File: config.mk
export PLATFORM = sky130hd
export DESIGN_NAME = hazard_unit
export DESIGN_NICKNAME = d
export VERILOG_FILES = /design/src/rtl/hazard_unit.sv
export SDC_FILE = /design/constraint.sdc
export NUM_CORES = 1
export LEC_CHECK = 0
export ABC_AREA = 1
export BUFFER_PORTS_ARGS = -buffer_cell sky130_fd_sc_hd__buf_4
export CAP_MARGIN = 20
export CORE_MARGIN = 4
export CORE_UTILIZATION = 55
export CTS_CLUSTER_DIAMETER = 80
export DETAILED_ROUTE_END_ITERATION = 10
export GPL_TIMING_DRIVEN = 1
export PLACE_DENSITY = 0.89
export SKIP_LAST_GASP = 1
export SLEW_MARGIN = 20
export SYNTH_ARGS = -nofsm -noshare
export SYNTH_HDL_FRONTEND = slang
export SYNTH_HIERARCHICAL = 1
export SYNTH_SLANG_ARGS = --single-unit
export TNS_END_PERCENT = 5
File: constraint.sdc
create_clock -name clk -period 4.6 [get_ports clk]
set_input_delay 0 -clock clk [delete_from_list [all_inputs] [get_ports clk]]
set_output_delay 0 -clock clk [all_outputs]
set_load 0.05 [all_outputs]
File: src/rtl/hazard_unit.sv
// Pipeline hazard controller: load-use stalls, branch/jump flushes, multi-cycle
// MUL occupancy of EX, HALT freeze/resume and a saturating stall-cycle counter.
module hazard_unit #(
  parameter int REG_ADDR_W = 3,
  parameter int MUL_CYCLES = 4
) (
  input  logic                  clk,
  input  logic                  rst,
  input  logic                  id_valid,
  input  logic [REG_ADDR_W-1:0] id_rs1,
  input  logic [REG_ADDR_W-1:0] id_rs2,
  input  logic                  id_uses_rs1,
  input  logic                  id_uses_rs2,
  input  logic                  ex_valid,
  input  logic [REG_ADDR_W-1:0] ex_rd,
  input  logic                  ex_reg_write,
  input  logic                  ex_mem_read,
  input  logic                  ex_jump,
  input  logic                  ex_branch,
  input  logic                  ex_branch_taken,
  input  logic                  ex_mul,
  input  logic                  ex_halt,
  input  logic                  resume,
  output logic                  stall_if,
  output logic                  stall_id,
  output logic                  bubble_ex,
  output logic                  flush_if_id,
  output logic                  ex_hold,
  output logic                  halted,
  output logic [2:0]            hz_state,
  output logic [15:0]           stall_cycles
);

  typedef enum logic [2:0] {
    ST_RUN      = 3'd0,
    ST_MUL_WAIT = 3'd1,
    ST_HALTED   = 3'd2
  } hz_state_e;

  localparam logic [3:0] MUL_INIT = 4'(MUL_CYCLES - 1);

  hz_state_e   state_r;
  hz_state_e   state_nxt_s;
  logic [3:0]  mul_cnt_r;
  logic [3:0]  mul_cnt_nxt_s;
  logic [15:0] stall_cnt_r;
  logic        lu_s;
  logic        stall_s;
  logic        bubble_s;
  logic        flush_s;
  logic        hold_s;

  // Load-use detection against the LOAD currently in EX.
  always_comb begin
    lu_s = ex_valid & ex_mem_read & ex_reg_write & id_valid &
           ((id_uses_rs1 & (id_rs1 == ex_rd)) | (id_uses_rs2 & (id_rs2 == ex_rd)));
  end

  // Request decode and next-state selection.
  always_comb begin
    stall_s       = 1'b0;
    bubble_s      = 1'b0;
    flush_s       = 1'b0;
    hold_s        = 1'b0;
    state_nxt_s   = state_r;
    mul_cnt_nxt_s = mul_cnt_r;
    case (state_r)
      ST_RUN: begin
        if (ex_valid & ex_halt) begin
          stall_s     = 1'b1;
          bubble_s    = 1'b1;
          state_nxt_s = ST_HALTED;
        end else if (ex_valid & (ex_jump | (ex_branch & ex_branch_taken))) begin
          flush_s  = 1'b1;
          bubble_s = 1'b1;
        end else if (ex_valid & ex_mul) begin
          stall_s       = 1'b1;
          hold_s        = 1'b1;
          mul_cnt_nxt_s = MUL_INIT;
          state_nxt_s   = ST_MUL_WAIT;
        end else if (lu_s) begin
          // One cycle suffices: the load moves on to MEM and forwarding covers the rest.
          stall_s  = 1'b1;
          bubble_s = 1'b1;
        end else begin
          stall_s = 1'b0;
        end
      end
      ST_MUL_WAIT: begin
        if (mul_cnt_r > 4'd1) begin
          stall_s       = 1'b1;
          hold_s        = 1'b1;
          mul_cnt_nxt_s = mul_cnt_r - 4'd1;
        end else begin
          // Final EX cycle of the MUL: release and do not re-detect it.
          mul_cnt_nxt_s = 4'd0;
          state_nxt_s   = ST_RUN;
        end
      end
      ST_HALTED: begin
        stall_s  = 1'b1;
        bubble_s = 1'b1;
        if (resume) begin
          state_nxt_s = ST_RUN;
        end else begin
          state_nxt_s = ST_HALTED;
        end
      end
      default: begin
        mul_cnt_nxt_s = 4'd0;
        state_nxt_s   = ST_RUN;
      end
    endcase
  end

  // Outputs are forced low while reset is held.
  always_comb begin
    stall_if     = stall_s & ~rst;
    stall_id     = stall_s & ~rst;
    bubble_ex    = bubble_s & ~rst;
    flush_if_id  = flush_s & ~rst;
    ex_hold      = hold_s & ~rst;
    halted       = (state_r == ST_HALTED) & ~rst;
    hz_state     = rst ? 3'd0 : state_r;
    stall_cycles = rst ? 16'd0 : stall_cnt_r;
  end

  // State, MUL countdown and saturating stall counter.
  always_ff @(posedge clk) begin
    if (rst) begin
      state_r     <= ST_RUN;
      mul_cnt_r   <= 4'd0;
      stall_cnt_r <= 16'd0;
    end else begin
      state_r   <= state_nxt_s;
      mul_cnt_r <= mul_cnt_nxt_s;
      if (stall_if && (stall_cnt_r != 16'hFFFF)) begin
        stall_cnt_r <= stall_cnt_r + 16'd1;
      end
    end
  end

  hazard_unit_checker u_checker (
    .clk         (clk),
    .rst         (rst),
    .stall_if    (stall_if),
    .stall_id    (stall_id),
    .bubble_ex   (bubble_ex),
    .flush_if_id (flush_if_id),
    .ex_hold     (ex_hold),
    .halted      (halted),
    .hz_state    (hz_state)
  );

endmodule

// Structural invariants on the hazard outputs.
module hazard_unit_checker (
  input logic       clk,
  input logic       rst,
  input logic       stall_if,
  input logic       stall_id,
  input logic       bubble_ex,
  input logic       flush_if_id,
  input logic       ex_hold,
  input logic       halted,
  input logic [2:0] hz_state
);

  a_hold_no_bubble: assert property (@(posedge clk) disable iff (rst) !(ex_hold && bubble_ex));
  a_flush_no_stall: assert property (@(posedge clk) disable iff (rst) !(flush_if_id && stall_if));
  a_stall_pair:     assert property (@(posedge clk) disable iff (rst) stall_if == stall_id);
  a_halted_state:   assert property (@(posedge clk) disable iff (rst) halted == (hz_state == 3'd2));
  a_state_legal:    assert property (@(posedge clk) disable iff (rst) hz_state <= 3'd2);

endmodule
==> results.md, run 1 <==
Pwr:
- In this run the power spent charging and discharging nets is 0.129 mW.
- The sequential share of power is 51.8%.
- The power density normalized to cell area is 202 nW/um^2.
- The internal power component is 0.265 mW.
- The overall power after layout is 0.393 mW.
- Summed over all cells, the static leakage comes to 0.936 nW.
- Of the total power, the share spent switching nets is 32.7%.
- VDD sags by at most 0.000193 V.
- Per report_power, the clock group accounts for 22.3% of the total.
- In this run, the combinational gates consume 25.9% of the power.

Hold path:
- Counting instances, the worst hold path has a depth of 2.
- For hold timing, the worst endpoint is stall_cnt_r[3]$_SDFFE_PP0P_.
- The tightest min-delay check is of the input pin to flop type.
- The hold path startpoint is rst.

Synthesis:
- In this run the cell area of the synthesized design comes to 1570 sq um.
- The Yosys step of the flow raised 6 warnings.
- Each instance of the synthesized netlist takes up on average 6.29 sq um.
- Sequential cells were found to cover 28.1% of the synthesized design area.
- The flip-flop and latch count after synthesis is 22.
- By area the synthesized netlist is led by dfxtp_1 (28%), nand2_1 (12%), nor2_1 (8.6%).
- The unique cell type count in the Yosys netlist is 29.
- Counting every instance in the synthesized netlist gives 249.
- When the netlist entered floorplanning its net count stood at 275.
- The largest total area in the synthesized netlist belongs to dfxtp_1.
- The area share of the largest cell type after synthesis is 28.1%.

STA:
- The clock period minus final worst setup slack is 2060 ps.
- The final worst slack is 2540 ps.
- The number of max-slew violations in the final report is 0.
- The number of failing hold endpoints at the final stage came to 0.
- After routing, the total negative slack on setup checks comes to 0 ps.
- The clock skew after layout is 9.87 ps.
- Setup violations remaining at the end of the flow were counted as 0.
- Setup repair after global routing left no endpoint under its margin.
- Static timing analysis puts the maximum clock frequency at 0.485 GHz.
- Of the available clock period, the critical path in the final layout requires 44.8%.

Flow run:
- The count of maximum capacitance violations is 0.

Placed design:
- The HPWL after detailed placement is 2860 um.
- OpenSTA, run right after detailed placement, puts the worst setup slack at 2700 ps.
- The global placer's final weighted congestion is 0.884.
- Buffers placed on the I/O ports in this run total 46.
- The total cell area at the placement stage is 1900 sq um.

Critical path:
- The source of the worst register-to-register timing path is mul_cnt_r[0]$_SDFFE_PP0P_.
- The element type at the critical path end is an output pin.
- The capturing point of the worst reg2reg path is stall_cnt_r[4]$_SDFFE_PP0P_.
- Along the worst path, the maximum fanout reaches 20.
- The critical path is of the flop to output pin type.
- For the worst setup path, the data required time is 4600 ps.
- The worst endpoint data arrival time is 2060 ps.
- For the worst flop-to-flop path, the logic depth is 8.
- The worst setup path is launched from a flop.
- The slack of the worst reg-to-reg path is 2640 ps.

CTS:
- The clock reaches the later pin of the worst-skew pair after 310 ps.
- TritonCTS built the clock tree.
- CTS placed an instance of clkbuf_4 at the clock tree root.
- Clock-pin slew was measured on the worst setup and hold paths at 120 ps.
- In this run, CTS created clock tree buffers numbering 3.
- In this run, post-CTS repair resized a total of 0 instances.
- CTS saw 22 sinks.
- In this run the deepest clock path goes through 2 buffers.
- In this run the number of H-tree levels came out at 1.

Finish:
- Relative to the synthesized area, the layout overhead comes to 24.0%.
- Summing all multi-input logic gate instances after layout gives 933 sq um.
- The sequential cell area in the final layout is 440 sq um.
- The area of all placed cells without fillers is 1940 sq um.
- The final net count is 319.
- The antenna cell count is 0.
- Of the cells placed in the final design, the portion with a size suffix greater than 1 is 20.6%.
- The filler cells instantiated in the layout total 233.
- Measured on the finished design, the core utilization comes to 71.1%.

Die:
- The die outline area is 3770 sq um.
- 48 I/O pins were placed.
- The die outline height is 61.4 um.
- The number of rows in the core area is 19.
- Once the floorplan was initialized, standard cells occupied 57.3% of the core.
- From left edge to right edge, the die measures 61.4 um.
- The area of the core is 2730 sq um.

Drt:
- The wire length after detailed routing is 3730 um.
- Detailed routing inserted a total of 1,678 vias.
- The first detailed-routing pass took 4 iterations.
- Using the TritonRoute via totals, the vias-per-cell ratio works out to 5.21.
- The violation count after the first detailed-routing iteration is 106.
- The count of antenna-violating nets left after detailed routing is 0.
- The detail-routed net length per standard cell is 11.6 um.
- After detailed routing, the number of remaining DRC violations is 0.

Global routing:
- The total routing usage reported by global routing is 21.8%.
- For this run the aggregate overflow at the end of global routing stands at 0.
- The number of global-route vias before repair is 1,516.
- The first global-routing pass estimated 6240 um of wire.
- The number of antenna violations at the first check in global routing came to 0.
- Entering global routing, the biggest net connects 38 pins.

Status:
- The run finished with clean final reports.
-- power by group through the flow --
stage               clock (mW)  sequential (mW)  combinational, mW
finish                  0.0878            0.204              0.102
global route            0.0959            0.205              0.115
CTS                     0.0912            0.204              0.101
detailed placement           0            0.208             0.0994
global placement             0            0.207             0.0973
floorplan                    0            0.206             0.0708
-- cell usage in the layout (no fill, tap or decap), types with 2 or more instances in the layout --
master         count
and3_1             2
inv_2              3
nor3_1             9
buf_4             46
nor2_1            36
nand2_1           49
dfxtp_1           22
nand2_2            3
nand3_1           24
nor3_4             2
ha_1               3
dlygate4sd3_1      2
inv_1             35
clkbuf_4           3
a21oi_1           18
o21ai_0            7
nand4_1            5
xor2_1            13
-- worst max-delay path, cell delays in order (launching register included) --
cell     delay [ps]
dfxtp_1         420
inv_1            60
ha_1            220
o21ai_0         240
nand3_1         180
nand2_2         350
buf_4           280
-- cell type report --
class                           instances  share of cell area, %
Sequential cell                        22                   22.7
Inverter                               38                   7.34
Multi-Input combinational cell        180                   48.0
Timing Repair Buffer                   48                   18.8
Tap cell                               31                   2.00
Clock buffer                            3                   1.16
-- stage by stage --
| step | cells | hold WS, ps |
|---|---|---|
| after detailed placement | 317 | 196 |
| after global placement | 317 | 194 |
| final | 322 | 84.8 |
| after CTS | 322 | 74.5 |
| after floorplan | 249 | 98.8 |
| after global routing | 322 | 96.9 |
-- sequential cells by signal, indices dropped and copies added (netlist names) --
signal and flops:
state_r 2, mul_cnt_r 4, stall_cnt_r 16
-- cell families after synthesis --
family,synth area share (%)
xor gates and xnor gates,7.27
adders and majority gates,2.40
other,0.239
DFF,28.1
AOI/OAI and AO/OA,9.35
buffers and inverters,12.3
and+or+nand+nor,40.3
-- per-layer routing --
layer,track usage (%),wire length (um)
met2,39.4,1880
met5,0,0
met4,7.58,44
met1,25.1,1590
met3,5.03,216
-- worst max path at each step --
stage,endpoint,start,slack (ps)
detailed placement,stall_cnt_r[4]$_SDFFE_PP0P_,stall_cnt_r[0]$_SDFFE_PP0P_,2700
global placement,stall_cnt_r[9]$_SDFFE_PP0P_,stall_cnt_r[1]$_SDFFE_PP0P_,2740
CTS,stall_if,mul_cnt_r[0]$_SDFFE_PP0P_,2570
finish,stall_if,mul_cnt_r[0]$_SDFFE_PP0P_,2540
floorplan,stall_cnt_r[8]$_SDFFE_PP0P_,state_r[0]$_SDFFE_PP0P_,2340
global route,stall_if,mul_cnt_r[0]$_SDFFE_PP0P_,2340
-- Yosys cell counts --
cell / instances
buf_6: 1
dfxtp_1: 22
a211oi_1: 1
nand4_1: 5
buf_2: 1
nand3_1: 24
and3_1: 2
nor2_1: 36
nor3_2: 1
a21boi_0: 1
nand2_2: 3
nor3_1: 9
nand2_4: 1
nand2_1: 49
xor2_1: 13
nor3_4: 2
o21ai_0: 7
clkbuf_1: 4
nand3_4: 1
buf_4: 2
a21oi_1: 18
a31oi_1: 1
nand3b_1: 1
ha_1: 3
inv_2: 3
inv_1: 35
nor4_1: 1
buf_1: 1
conb_1: 1
-- repair_timing --
item	4_1_cts	5_1_grt
hold buffers	2	0
endpoints found under the hold margin	1	0
setup buffers	0	0
Note: power is estimated with default switching activity, not from simulation.
==> run 2: changes to the inputs <==
--- a/config.mk
+++ b/config.mk
@@ -9,11 +9,11 @@
 export BUFFER_PORTS_ARGS = -buffer_cell sky130_fd_sc_hd__buf_4
 export CAP_MARGIN = 20
 export CORE_MARGIN = 4
-export CORE_UTILIZATION = 55
+export CORE_UTILIZATION = 46
 export CTS_CLUSTER_DIAMETER = 80
 export DETAILED_ROUTE_END_ITERATION = 10
 export GPL_TIMING_DRIVEN = 1
-export PLACE_DENSITY = 0.89
+export PLACE_DENSITY = 0.8
 export SKIP_LAST_GASP = 1
 export SLEW_MARGIN = 20
 export SYNTH_ARGS = -nofsm -noshare
==> constraint.sdc (replaced) <==
create_clock -name clk -period 1.8 [get_ports clk]
set_input_delay 0 -clock clk [delete_from_list [all_inputs] [get_ports clk]]
set_output_delay 0 -clock clk [all_outputs]
set_load 0.05 [all_outputs]
==> results.md, run 2 (same netlist as run 1, synthesis figures left out) <==
Status:
- Run status: finished, violations left (was finished, final reports clean).
- The checks that failed: setup timing.

Finish:
- The flip-flop count of the largest register after layout is 16 (unchanged).
- The count of placed standard cells in the final layout, fillers left out is 356 (was 322).
- The register with the highest flop count is stall_cnt_r (unchanged).
- The antenna cell count was 0 (unchanged).
- The most common library cell in the layout ignoring fill and taps is buf_4 (was nand2_1).
- The area of all placed cells without fillers came to 2220 sq um (was 1940 sq um).
- Most used cells in the layout excluding fill and tap cells: buf_4 (61), nand2_1 (48), inv_1 (35), nor2_1 (35), nand3_1 (20) (was nand2_1 (49), buf_4 (46), nor2_1 (36), inv_1 (35), nand3_1 (24)).
- The area growth from synthesis to layout is 42.0% (was 24.0%).
- The utilization after layout is 70.6% (was 71.1%).
- The count of filler cells inserted in the layout was 266 (was 233).
- The final net count is 339 (was 319).
- Registers with the most flip-flops: stall_cnt_r: 16 flops, mul_cnt_r: 4 flops, state_r: 2 flops (unchanged).
- The share of layout cells above drive strength 1 is 30.4% (was 20.6%).

Pwr:
- The share of total power in the clock network was 25.0% (was 22.3%).
- The overall power after layout is 1.10 mW (was 0.393 mW).
- The highest ir drop seen on vdd is 0.000493 V (was 0.000193 V).
- The power density normalized to cell area is 493 nW/um^2 (was 202 nW/um^2).
- The sequential share of power was 47.7% (was 51.8%).
- The switching portion of total power came to 31.8% (was 32.7%).
- The leakage power total came to 1.07 nW (was 0.936 nW).
- The combinational share of power is 27.4% (was 25.9%).
- The power dissipated by switching net loads is 0.349 mW (was 0.129 mW).
- The internal power component is 0.748 mW (was 0.265 mW).

Die:
- The number of rows in the core area is 20 (was 19).
- The die outline area came to 4400 sq um (was 3770 sq um).
- The starting utilization of the core area is 49.7% (was 57.3%).
- The horizontal die dimension is 66.4 um (was 61.4 um).
- The die outline height came to 66.4 um (was 61.4 um).
- The area of the core is 3150 sq um (was 2730 sq um).
- The I/O pin total is 48 (unchanged).

Hold path:
- The worst hold path stage count came to 2 (unchanged).
- The worst min-delay path category is input pin to flop (unchanged).

CTS:
- The clock-pin slew on the worst setup and hold paths is 130 ps (was 120 ps).
- The number of H-tree levels is 1 (unchanged).
- The clock root buffer was clkbuf_4 (unchanged).
- The number of clock buffers inserted by TritonCTS was 3 (unchanged).
- The clock latency of the later-clocked register in the worst-skew pair was 310 ps (about the same).
- The clock tree from TritonCTS is yes (unchanged).
- The number of clock sinks is 22 (unchanged).
- The number of buffers between clock root and the deepest sink came to 2 (unchanged).

Critical path:
- The maximum fanout encountered on the critical timing path came to 6 (was 20).
- The element type at the critical path end was a flop (was output pin).
- Cell-by-cell trace of the critical path: ha_4, nand2_4, nor3_4, nand2_2, nor3_4, nand3_4, buf_6, nand3_1, a21oi_1 (was inv_1, ha_1, o21ai_0, nand3_1, nand2_2, buf_4).
- The required time of the critical path is 1990 ps (was 4600 ps).
- The critical path's largest stage delay is 390 ps (was 420 ps).
- The worst endpoint data arrival time is 2000 ps (was 2060 ps).
- The kind of start point of the critical path is a flop (unchanged).
- The cell repeated most along the worst path is nor3_4.
- The critical setup path kind is flop to flop (was flop to output pin).
- The length in cells of the worst reg-to-reg path is 9 (was 8).
- The cell with the largest stage delay on the worst path was dfxtp_4 (was dfxtp_1).

STA:
- The post-route worst hold slack was 87.6 ps (was 84.8 ps).
- The clock skew after layout is 10.5 ps (was 9.87 ps).
- The number of failing hold endpoints at the final stage is 0 (unchanged).
- The final worst slack was -11.3 ps (was 2540 ps).
- The number of endpoints failing setup at the final stage came to 1 (was 0).
- The share of the cycle needed by the critical path after routing is 101%.
- The number of max-slew violations in the final report is 0 (unchanged).
- The clock period minus final worst setup slack is 1810 ps.
- Unrepaired setup endpoints after global routing: true (was false).
- The setup TNS is -11.3 ps (was 0 ps).
- The fmax is 0.552 GHz.

Drt:
- The final routed DRC violation total is 0 (unchanged).
- The violation count after the first detailed-routing iteration is 190 (was 106).
- The detail-routed net length per standard cell came to 12.2 um (was 11.6 um).
- The wire length after detailed routing is 4340 um (was 3730 um).
- The count of antenna-violating nets left after detailed routing is 0 (unchanged).
- The first-pass detailed-route iteration total is 5 (was 4).
- The detailed-route via count came to 1,786 (was 1,678).
- The via-per-instance ratio is 5.02 (was 5.21).

Placed design:
- The number of input and output port buffers inserted is 46 (unchanged).
- The global placer's final weighted congestion was 0.881 (was 0.884).
- The post-DP HPWL is 3050 um (was 2860 um).
- The total instance count after detailed placement is 343 (was 317).
- The worst slack at placement is 75.9 ps (was 2700 ps).
- The total cell area at the placement stage came to 2030 sq um (was 1900 sq um).

Global routing:
- The first-pass GRT wire length is 6780 um (was 6240 um).
- The number of antenna violations at the first check in global routing is 0 (unchanged).
- The total congestion overflow was 0 (unchanged).
- The number of global-route vias before repair is 1,640 (was 1,516).
- The largest net degree at the start of global routing is 38 (unchanged).
- The total routing usage reported by global routing was 19.1% (was 21.8%).

Flow run:
- The count of maximum capacitance violations was 0 (unchanged).
[run 2: power by group through the flow]
| stage | Clock, mW | Combinational [mW] | Sequential [mW] |
|---|---|---|---|
| 6_report | 0.274 | 0.300 | 0.523 |
| 3_3_place_gp | 0 | 0.265 | 0.529 |
| 3_5_place_dp | 0 | 0.268 | 0.530 |
| 2_1_floorplan | 0 | 0.181 | 0.527 |
| 4_1_cts | 0.280 | 0.278 | 0.519 |
| 5_1_grt | 0.301 | 0.335 | 0.525 |
[run 2: cell type report]
| cell class | count | area, sq um | share of cell area (%) |
|---|---|---|---|
| clock buffers | 4 | 36.3 | 1.63 |
| inverters | 38 | 143 | 6.41 |
| multi-input cells | 181 | 1010 | 45.5 |
| flip-flops and latches | 22 | 447 | 20.1 |
| well taps | 44 | 55.1 | 2.47 |
| repair buffers | 67 | 532 | 23.9 |
[run 2: final timing paths]
path / start / endpoint / slack [ps]
max: stall_cnt_r[0]$_SDFFE_PP0P_ / stall_cnt_r[5]$_SDFFE_PP0P_ / -10
min reg2reg: stall_cnt_r[10]$_SDFFE_PP0P_ / stall_cnt_r[10]$_SDFFE_PP0P_ / 510
max reg2reg: stall_cnt_r[0]$_SDFFE_PP0P_ / stall_cnt_r[5]$_SDFFE_PP0P_ / -10
min: rst / stall_cnt_r[13]$_SDFFE_PP0P_ / 90
[run 2: layer usage]
metal | track usage [%] | wire, um | vias up
li1 | - | - | 917
met1 | 22.8 | 1780 | 803
met2 | 35.3 | 2220 | 56
met3 | 4.25 | 274 | 10
met4 | 2.79 | 61 | 0
met5 | 0 | 0 | -
[run 2: worst max-delay path, delay by kind of cell, from the launching register on]
kind	cells	cell delay, ps
and+or+nand+nor	6	870
DFF	1	390
buffers and inverters	1	190
AOI/OAI and AO/OA	1	70
adders and majority gates	1	150
[run 2: timing repair]
item	in CTS	in global routing
hold buffers	2	0
cloned	0	1
endpoints found under the hold margin	1	0
buffers inserted	1	5
pin swaps	1	5
setup endpoints to repair	2	18
resized for setup	1	20
